<file path="config.mk">
export PLATFORM = sky130hd
export DESIGN_NAME = wb_grf_flat
export DESIGN_NICKNAME = d
export VERILOG_FILES = /design/src/rtl/wb_grf_if.sv /design/src/rtl/wb_grf.sv /design/src/flat_wrapper.sv
export SDC_FILE = /design/constraint.sdc
export NUM_CORES = 2
export LEC_CHECK = 0
export CORE_MARGIN = 2
export CORE_UTILIZATION = 55
export DETAILED_ROUTE_END_ITERATION = 6
export PLACE_DENSITY = 0.77
export REMOVE_ABC_BUFFERS = 1
export SLEW_MARGIN = 10
export SYNTH_ARGS = -nofsm -noshare
export SYNTH_HDL_FRONTEND = slang
export SYNTH_SLANG_ARGS = --single-unit
</file>
<file path="constraint.sdc">
create_clock -name clk -period 2.63 [get_ports clk]
set_input_delay 0.3945 -clock clk [delete_from_list [all_inputs] [get_ports clk]]
set_output_delay 0.3945 -clock clk [all_outputs]
set_load 0.1 [all_outputs]
</file>
<file path="src/rtl/wb_grf_if.sv">
// W-stage write-back bundle: M/W pipeline outputs in, decode read ports and
// forwarding/retire results out.
interface wb_grf_if;
    logic [31:0] W_PC;
    logic [31:0] W_instr;
    logic [31:0] W_CAL_res;
    logic [31:0] W_DM_RD;
    logic [31:0] W_RD2;
    logic [2:0]  W_wd_sel;
    logic [2:0]  W_ld_type;
    logic        W_we;
    logic [4:0]  W_a3;
    logic [4:0]  D_A1;
    logic [4:0]  D_A2;
    logic [31:0] D_RD1;
    logic [31:0] D_RD2;
    logic [31:0] W_WD;
    logic [31:0] retire_cnt;

    modport master (
        output W_PC, W_instr, W_CAL_res, W_DM_RD, W_RD2, W_wd_sel, W_ld_type,
               W_we, W_a3, D_A1, D_A2,
        input  D_RD1, D_RD2, W_WD, retire_cnt
    );

    modport slave (
        input  W_PC, W_instr, W_CAL_res, W_DM_RD, W_RD2, W_wd_sel, W_ld_type,
               W_we, W_a3, D_A1, D_A2,
        output D_RD1, D_RD2, W_WD, retire_cnt
    );
endinterface

</file>
<file path="src/rtl/wb_grf.sv">
// Write-back stage and 32x32 general register file with write-through
// bypass on both decode read ports and a retired-instruction counter.
`ifndef fwd_src_CALres
`define fwd_src_CALres 3'd0
`endif
`ifndef fwd_src_DM_RD
`define fwd_src_DM_RD 3'd1
`endif
`ifndef fwd_src_RD2
`define fwd_src_RD2 3'd2
`endif
`ifndef fwd_src_PC8
`define fwd_src_PC8 3'd3
`endif

module wb_grf #(
    parameter logic [31:0] GP_INIT = 32'h0000_0000,
    parameter logic [31:0] SP_INIT = 32'h0000_0000
) (
    input  logic    clk,
    input  logic    reset,
    wb_grf_if.slave bus
);
    logic [31:0] r_grf [0:31];
    logic [31:0] r_retire_cnt;
    logic [31:0] w_ld_val;
    logic [31:0] w_wd;
    logic [31:0] w_rd1;
    logic [31:0] w_rd2;
    logic        w_wr_en;

    function automatic logic [31:0] load_extend(
        input logic [31:0] word,
        input logic [1:0]  ofs,
        input logic [2:0]  ld_type
    );
        logic [7:0]  byte_v;
        logic [15:0] half_v;
        logic [31:0] res;
        case (ofs)
            2'd0:    byte_v = word[7:0];
            2'd1:    byte_v = word[15:8];
            2'd2:    byte_v = word[23:16];
            2'd3:    byte_v = word[31:24];
            default: byte_v = word[7:0];
        endcase
        // offset bit 0 is deliberately ignored for halfword loads
        half_v = ofs[1] ? word[31:16] : word[15:0];
        case (ld_type)
            3'd1:    res = {24'h00_0000, byte_v};
            3'd2:    res = {{24{byte_v[7]}}, byte_v};
            3'd3:    res = {16'h0000, half_v};
            3'd4:    res = {{16{half_v[15]}}, half_v};
            default: res = word;
        endcase
        return res;
    endfunction

    // Load extension and write-back data selection.
    always_comb begin
        w_ld_val = load_extend(bus.W_DM_RD, bus.W_CAL_res[1:0], bus.W_ld_type);
        case (bus.W_wd_sel)
            `fwd_src_CALres: w_wd = bus.W_CAL_res;
            `fwd_src_DM_RD:  w_wd = w_ld_val;
            `fwd_src_RD2:    w_wd = bus.W_RD2;
            `fwd_src_PC8:    w_wd = bus.W_PC + 32'd8;
            default:         w_wd = 32'h0000_0000;
        endcase
    end

    // Reset gates the write enable so bypass is also suppressed while in reset.
    assign w_wr_en = reset & bus.W_we & (bus.W_a3 != 5'd0);

    // Decode read ports with write-through bypass from the W stage.
    always_comb begin
        if (w_wr_en && (bus.D_A1 == bus.W_a3)) begin
            w_rd1 = w_wd;
        end else begin
            w_rd1 = r_grf[bus.D_A1];
        end
        if (w_wr_en && (bus.D_A2 == bus.W_a3)) begin
            w_rd2 = w_wd;
        end else begin
            w_rd2 = r_grf[bus.D_A2];
        end
    end

    // Register file storage; $0 is never written so it always reads zero.
    always_ff @(posedge clk or negedge reset) begin
        if (!reset) begin
            for (int i = 0; i < 32; i++) begin
                r_grf[i] <= (i == 28) ? GP_INIT :
                            (i == 29) ? SP_INIT : 32'h0000_0000;
            end
        end else if (w_wr_en) begin
            r_grf[bus.W_a3] <= w_wd;
        end
    end

    // Retired-instruction counter; bubbles are all-zero instruction words.
    always_ff @(posedge clk or negedge reset) begin
        if (!reset) begin
            r_retire_cnt <= 32'h0000_0000;
        end else if (bus.W_instr != 32'h0000_0000) begin
            r_retire_cnt <= r_retire_cnt + 32'd1;
        end
    end

    assign bus.W_WD       = w_wd;
    assign bus.D_RD1      = w_rd1;
    assign bus.D_RD2      = w_rd2;
    assign bus.retire_cnt = r_retire_cnt;
endmodule

</file>
<file path="src/flat_wrapper.sv">
// flat-port wrapper written by rule: the top's interface ports become plain ports
module wb_grf_flat 
#(
    parameter logic [31:0] GP_INIT = 32'h0000_0000,
    parameter logic [31:0] SP_INIT = 32'h0000_0000
)
  (clk, reset, bus_W_PC, bus_W_instr, bus_W_CAL_res, bus_W_DM_RD, bus_W_RD2, bus_W_wd_sel, bus_W_ld_type, bus_W_we, bus_W_a3, bus_D_A1, bus_D_A2, bus_D_RD1, bus_D_RD2, bus_W_WD, bus_retire_cnt);
  wb_grf_if bus_i ();
  input  logic clk;
  input  logic reset;
  input wire logic [$bits(bus_i.W_PC)-1:0] bus_W_PC;
  input wire logic [$bits(bus_i.W_instr)-1:0] bus_W_instr;
  input wire logic [$bits(bus_i.W_CAL_res)-1:0] bus_W_CAL_res;
  input wire logic [$bits(bus_i.W_DM_RD)-1:0] bus_W_DM_RD;
  input wire logic [$bits(bus_i.W_RD2)-1:0] bus_W_RD2;
  input wire logic [$bits(bus_i.W_wd_sel)-1:0] bus_W_wd_sel;
  input wire logic [$bits(bus_i.W_ld_type)-1:0] bus_W_ld_type;
  input wire logic [$bits(bus_i.W_we)-1:0] bus_W_we;
  input wire logic [$bits(bus_i.W_a3)-1:0] bus_W_a3;
  input wire logic [$bits(bus_i.D_A1)-1:0] bus_D_A1;
  input wire logic [$bits(bus_i.D_A2)-1:0] bus_D_A2;
  output wire logic [$bits(bus_i.D_RD1)-1:0] bus_D_RD1;
  output wire logic [$bits(bus_i.D_RD2)-1:0] bus_D_RD2;
  output wire logic [$bits(bus_i.W_WD)-1:0] bus_W_WD;
  output wire logic [$bits(bus_i.retire_cnt)-1:0] bus_retire_cnt;
  assign bus_i.W_PC = bus_W_PC;
  assign bus_i.W_instr = bus_W_instr;
  assign bus_i.W_CAL_res = bus_W_CAL_res;
  assign bus_i.W_DM_RD = bus_W_DM_RD;
  assign bus_i.W_RD2 = bus_W_RD2;
  assign bus_i.W_wd_sel = bus_W_wd_sel;
  assign bus_i.W_ld_type = bus_W_ld_type;
  assign bus_i.W_we = bus_W_we;
  assign bus_i.W_a3 = bus_W_a3;
  assign bus_i.D_A1 = bus_D_A1;
  assign bus_i.D_A2 = bus_D_A2;
  assign bus_D_RD1 = bus_i.D_RD1;
  assign bus_D_RD2 = bus_i.D_RD2;
  assign bus_W_WD = bus_i.W_WD;
  assign bus_retire_cnt = bus_i.retire_cnt;
  wb_grf #(.GP_INIT(GP_INIT), .SP_INIT(SP_INIT)) u_core (.clk(clk), .reset(reset), .bus(bus_i));
endmodule
</file>
# == Yosys cells after proc, flatten, opt, wreduce, memory -nomap -nowiden ==
# Index checks and enable logic that the tools add are counted.
# totals
ff_bits,1056
inputBits,184
elab_cells,78
# op_classes
add_sub_neg,2
order_cmp,4
eq_ne,12
muxes,15
n_bitwise,5
n_reduce_logical,7
# op_table
operator,n
1024-bit bitwise mux,1
32-bit binary-select mux with 5-bit select,2
32-bit case mux with 4 select lines,2
32-bit 2-to-1 mux,7
32-bit demux with 5-bit select,1
"32-bit by 1-bit adder with 32-bit output, second input constant",1
"32-bit by 4-bit adder with 32-bit output, second input constant",1
8-bit case mux with 4 select lines,1
32-bit nonzero test,1
"6-bit greater-or-equal comparator, second input constant",3
5-bit inverter with 6-bit output,3
16-bit 2-to-1 mux,1
"3-bit by 2-bit equality test with 1-bit output, second input constant",4
5-bit equality test,2
"3-bit by 1-bit equality test with 1-bit output, second input constant",2
"6-bit by 1-bit less-than comparator with 1-bit output, second input constant",1
5-bit nonzero test,1
"2-bit equality test, second input constant",2
"3-bit equality test, second input constant",1
1-bit logical AND,3
3-bit logical NOT,1
1-bit AND,2
"2-bit by 1-bit equality test with 1-bit output, second input constant",1
2-bit logical NOT,1

# == Longest topological paths before layout ==
# logic_depth
depth_word,6
depth_mapped,9
ltp_nobuf,7

# == Worst setup path after synthesis ==
# No wires, ideal clock.
# synth_path
kind,input -> output
startpoint,input bus_W_PC[3]
endpoint,output bus_D_RD1[25]
t_arrival_ns,4.227
required_time_ns,2.236
slack_ns,-1.992
path_stages,9
path_cell_list,ha_1 nand4_1 or4_1 buf_4 nor3_4 xnor2_1 o221a_4 buf_6 o21ai_0
# synth_between
elab_chain_len,3
# synth_lines
item,line_no,text
from (decl),flat_wrapper.sv:11,input wire logic [$bits(bus_i.W_PC)-1:0] bus_W_PC;
32-bit by 4-bit adder with 32-bit output,wb_grf.sv:66,`fwd_src_PC8: w_wd = bus.W_PC + 32'd8;
32-bit case mux with 4 select lines,wb_grf.sv:62,case (bus.W_wd_sel)
32-bit 2-to-1 mux,wb_grf.sv:76,if (w_wr_en && (bus.D_A1 == bus.W_a3)) begin
to (decl),flat_wrapper.sv:22,output wire logic [$bits(bus_i.D_RD1)-1:0] bus_D_RD1;
# No other way between the ends.

# == Worst setup path after layout ==
# layout_path
startpoint,register u_core.r_grf[735] in the netlist's numbering
endpoint,output bus_D_RD1[31]
# layout_between
elab_chain_len,4
# layout_lines
item,line_no,text
from (decl),wb_grf.sv:24,logic [31:0] r_grf [0:31];
"from (signal, indexed assignment)",wb_grf.sv:92,r_grf[i] <= (i == 28) ? GP_INIT :
"from (signal, indexed assignment)",wb_grf.sv:96,r_grf[bus.W_a3] <= w_wd;
32-bit binary-select mux with 5-bit select,wb_grf.sv:79,w_rd1 = r_grf[bus.D_A1];
32-bit 2-to-1 mux (implied by the code) (2 in series),wb_grf.sv:79,
32-bit 2-to-1 mux,wb_grf.sv:76,
# No other way between the ends. The select of a mux whose other input is x is not followed.

==> reports/metrics.csv <==
stage;metric;value;unit
placement;Final HPWL DP;141000;um
power_and_ir_drop;sw frac;32.7;%
clocking;CTS max path bufs;3;
setup_path;worst setup path start;u_core.r_grf[735];
cells_and_area;most common cell after layout, fill and taps aside;dfrtp_1;
floorplan;Die Y;321;um
synth;Yosys reg bits;1056;
timing;final setup vio count;126;
timing;Final Max Tran Viols;0;
floorplan;DIE AREA;0.103;sq mm
synth;Mapped Area;0.0552;sq mm
global_routing;global-route wire length before repair;338000;um
global_routing;number of global-route vias before repair;53256;
timing;Fin Hold WS;396;ps
global_routing;total track usage;44.9;%
power_and_ir_drop;P_int;35.3;mW
setup_path;Crit Path Class;flip-flop to output pin;
clocking;CTS Sinks;1056;
floorplan;Die X;321;um
synth;synth unique cells;70;
power_and_ir_drop;switching power;17.2;mW
power_and_ir_drop;power per cell area;707;mW/mm^2
setup_path;Critical R2R Launch;u_core.bus.retire_cnt[7];
cells_and_area;P&R area growth vs syn;34.4;%
setup_path;Max Fanout on Critical Path;3;
clocking;CTS tree;built;
route;ANT nets after route;0;
status;failing checks;DRC, setup timing;
floorplan;CORE AREA;0.0999;sq mm
timing;highest clock rate;287;MHz
cells_and_area;FF/Latch Area;0.0264;sq mm
timing;Slew @ Worst Pin;1130;ps
timing;Slew headroom;24.8;%
timing;Final Skew;9.79;ps
setup_path;startpoint type of the worst setup path;flip-flop;
placement;GP Congestion;1.05;
timing;final worst-path setup slack;-852;ps
clocking;CTS Buf Count;107;
power_and_ir_drop;clock power share;31.5;%
route;Remaining DRCs;153;
synth;sequential share of the synthesized area;47.9;%
cells_and_area;Final #Nets;6010;
route;via count;53306;
placement;DP Area;0.0655;sq mm
cells_and_area;Final Cell Area;0.0742;sq mm
setup_path;r2r setup slk;730;ps
hold_path;worst min-delay path category;flip-flop to flip-flop;
setup_path;CP endpoint kind;output pin;
cells_and_area;layout cell share with drive strength beyond 1;35.4;%
setup_path;Arrival @ worst endpoint;3090;ps
floorplan;FP Rows;116;
placement;port bufs;311;
route;initial DRC count;9557;
power_and_ir_drop;Seq pwr share;40.7;%
route;DR WL/cell;33.1;um
setup_path;Setup crit end;bus_D_RD1[31];
setup_path;R2R Path End;u_core.bus.retire_cnt[18];
timing;final worst path period need;3480;ps
timing;Final Hold Vio Count;0;
timing;Final Cycle Share;132;%
setup_path;CP required;2240;ps
synth;Mapped Cells;5111;
clocking;Clock transition at path regs;60;ps
run;total of max-cap violations;0;
global_routing;initial antenna violation count;13;
cells_and_area;# fillers;5760;
synth;Synth async-reset ratio;100;%
route;Via density;7.39;
synth;Avg Inst Size Synth;10.8;sq um
cells_and_area;area of the multi-input gates;0.0294;sq mm
route;wirelength, routed;239000;um
global_routing;largest net degree at the start of global routing;187;
synth;Yosys warning total;0;
cells_and_area;final core utilization;74.3;%
power_and_ir_drop;share of total power in combinational logic;27.8;%
clocking;H-Tree Depth;3;
synth;Post-synth EDFFs;0;
floorplan;io pins;312;
timing;RSZ-0062 raised after global routing;true;
power_and_ir_drop;peak supply drop;569;uV
clocking;worst skew pair latency;710;ps
synth;ys flop type;dfrtp_1;
clocking;Root Driver;clkbuf_16;
floorplan;Starting Density;55.3;%
global_routing;grt total ovfl;0;
route;drt pass-1 iters;7;
power_and_ir_drop;Static Leak;31.9;nW
setup_path;reg2reg path depth;6;
status;status;finished with violations;
cells_and_area;most frequent cells in the layout;1054 x dfrtp_1, 856 x nor2_1, 806 x a21oi_1, 583 x buf_4, 495 x mux4_2;
[metal layers]
metal  global-route usage (%)  wire length, um
met4                     32.5            22900
met1                     53.0            72200
met2                     62.2            98600
met5                     2.84              477
met3                     23.6            44700
[registers in the layout, indices dropped and copies added, names as in the netlist]
signal                 count
u_core.bus.retire_cnt     32
u_core.r_grf            1024
[kinds of logic after synthesis]
logic type / share of synthesized area, %
flops: 47.9
fa+ha+maj: 0.0453
buf+inv: 4.23
simple gates: 10.6
mux: 22.2
xor+xnor: 1.11
compound gates: 14.0
[final cells by class]
class,instances,area share [%]
repair buffers,1132,17.3
multi-input cells,3483,39.6
well taps,1298,2.19
diodes,6,0.0202
inverters,44,0.315
clock buffers,154,4.17
flip-flops and latches,1056,35.6
clock inverters,41,0.816
[timing repair]
| item | in CTS | in global routing |
|---|---|---|
| setup buffers | 163 | 27 |
| pin swaps | 178 | 85 |
| setup endpoints to repair | 539 | 186 |
| hold buffers | 1 | 0 |
| gates resized for setup | 756 | 172 |
| hold endpoints to repair | 126 | 0 |
| cloned | 9 | 0 |
[synthesized netlist by cell type (54+ instances only)]
cell | n | share of area [%]
dfrtp_1 | 1056 | 48
nor2_1 | 890 | 6.1
a21oi_1 | 815 | 7.4
mux4_2 | 495 | 20
clkbuf_1 | 396 | 2.7
nand2_1 | 304 | 2.1
o21ai_0 | 253 | 2.3
o22ai_1 | 226 | 2.6
mux2i_1 | 83 | 1.5
buf_2 | 82 | 0.74
nand3_1 | 58 | 0.53
nor4_1 | 54 | 0.61
[power by group through the flow]
stage          registers (mW)  clock network [mW]  logic, mW
6_report                 21.4                16.5       14.6
5_1_grt                  21.5                17.0       15.2
4_1_cts                  21.0                16.3       13.7
3_5_place_dp             21.3                   0       12.4
3_3_place_gp             21.0                   0       12.0
2_1_floorplan            20.6                   0       7.63
[worst max-delay path: stages, from the launching register on]
cell      delay, ps
dfrtp_1         420
mux4_2          470
mux4_2          510
o211ai_1        590
o21ai_2         160
buf_12          210
[through the flow]
stage	setup slack, ps	std cells	power [mW]	setup TNS (ps)
after floorplan	-2660	4583	28.2	-634180
after detailed placement	-1420	6853	33.6	-794370
final	-852	7214	52.5	-37110
after CTS	-708	7192	51.0	-21840
after global routing	-795	7210	53.7	-34530
after global placement	-1430	6853	33.0	-756880
[worst min path at each step]
stage	start	endpoint	slack (ps)	depth (start not counted)
6_report	u_core.r_grf[1010]	u_core.r_grf[1010]	400	0
5_1_grt	u_core.r_grf[1013]	u_core.r_grf[1013]	410	0
4_1_cts	u_core.r_grf[1005]	u_core.r_grf[1005]	400	0
3_5_place_dp	u_core.r_grf[1001]	u_core.r_grf[1001]	380	0
3_3_place_gp	u_core.r_grf[1013]	u_core.r_grf[1013]	380	0
2_1_floorplan	reset	u_core.bus.retire_cnt[0]	100	0
Note: power is estimated with default switching activity, not from simulation.
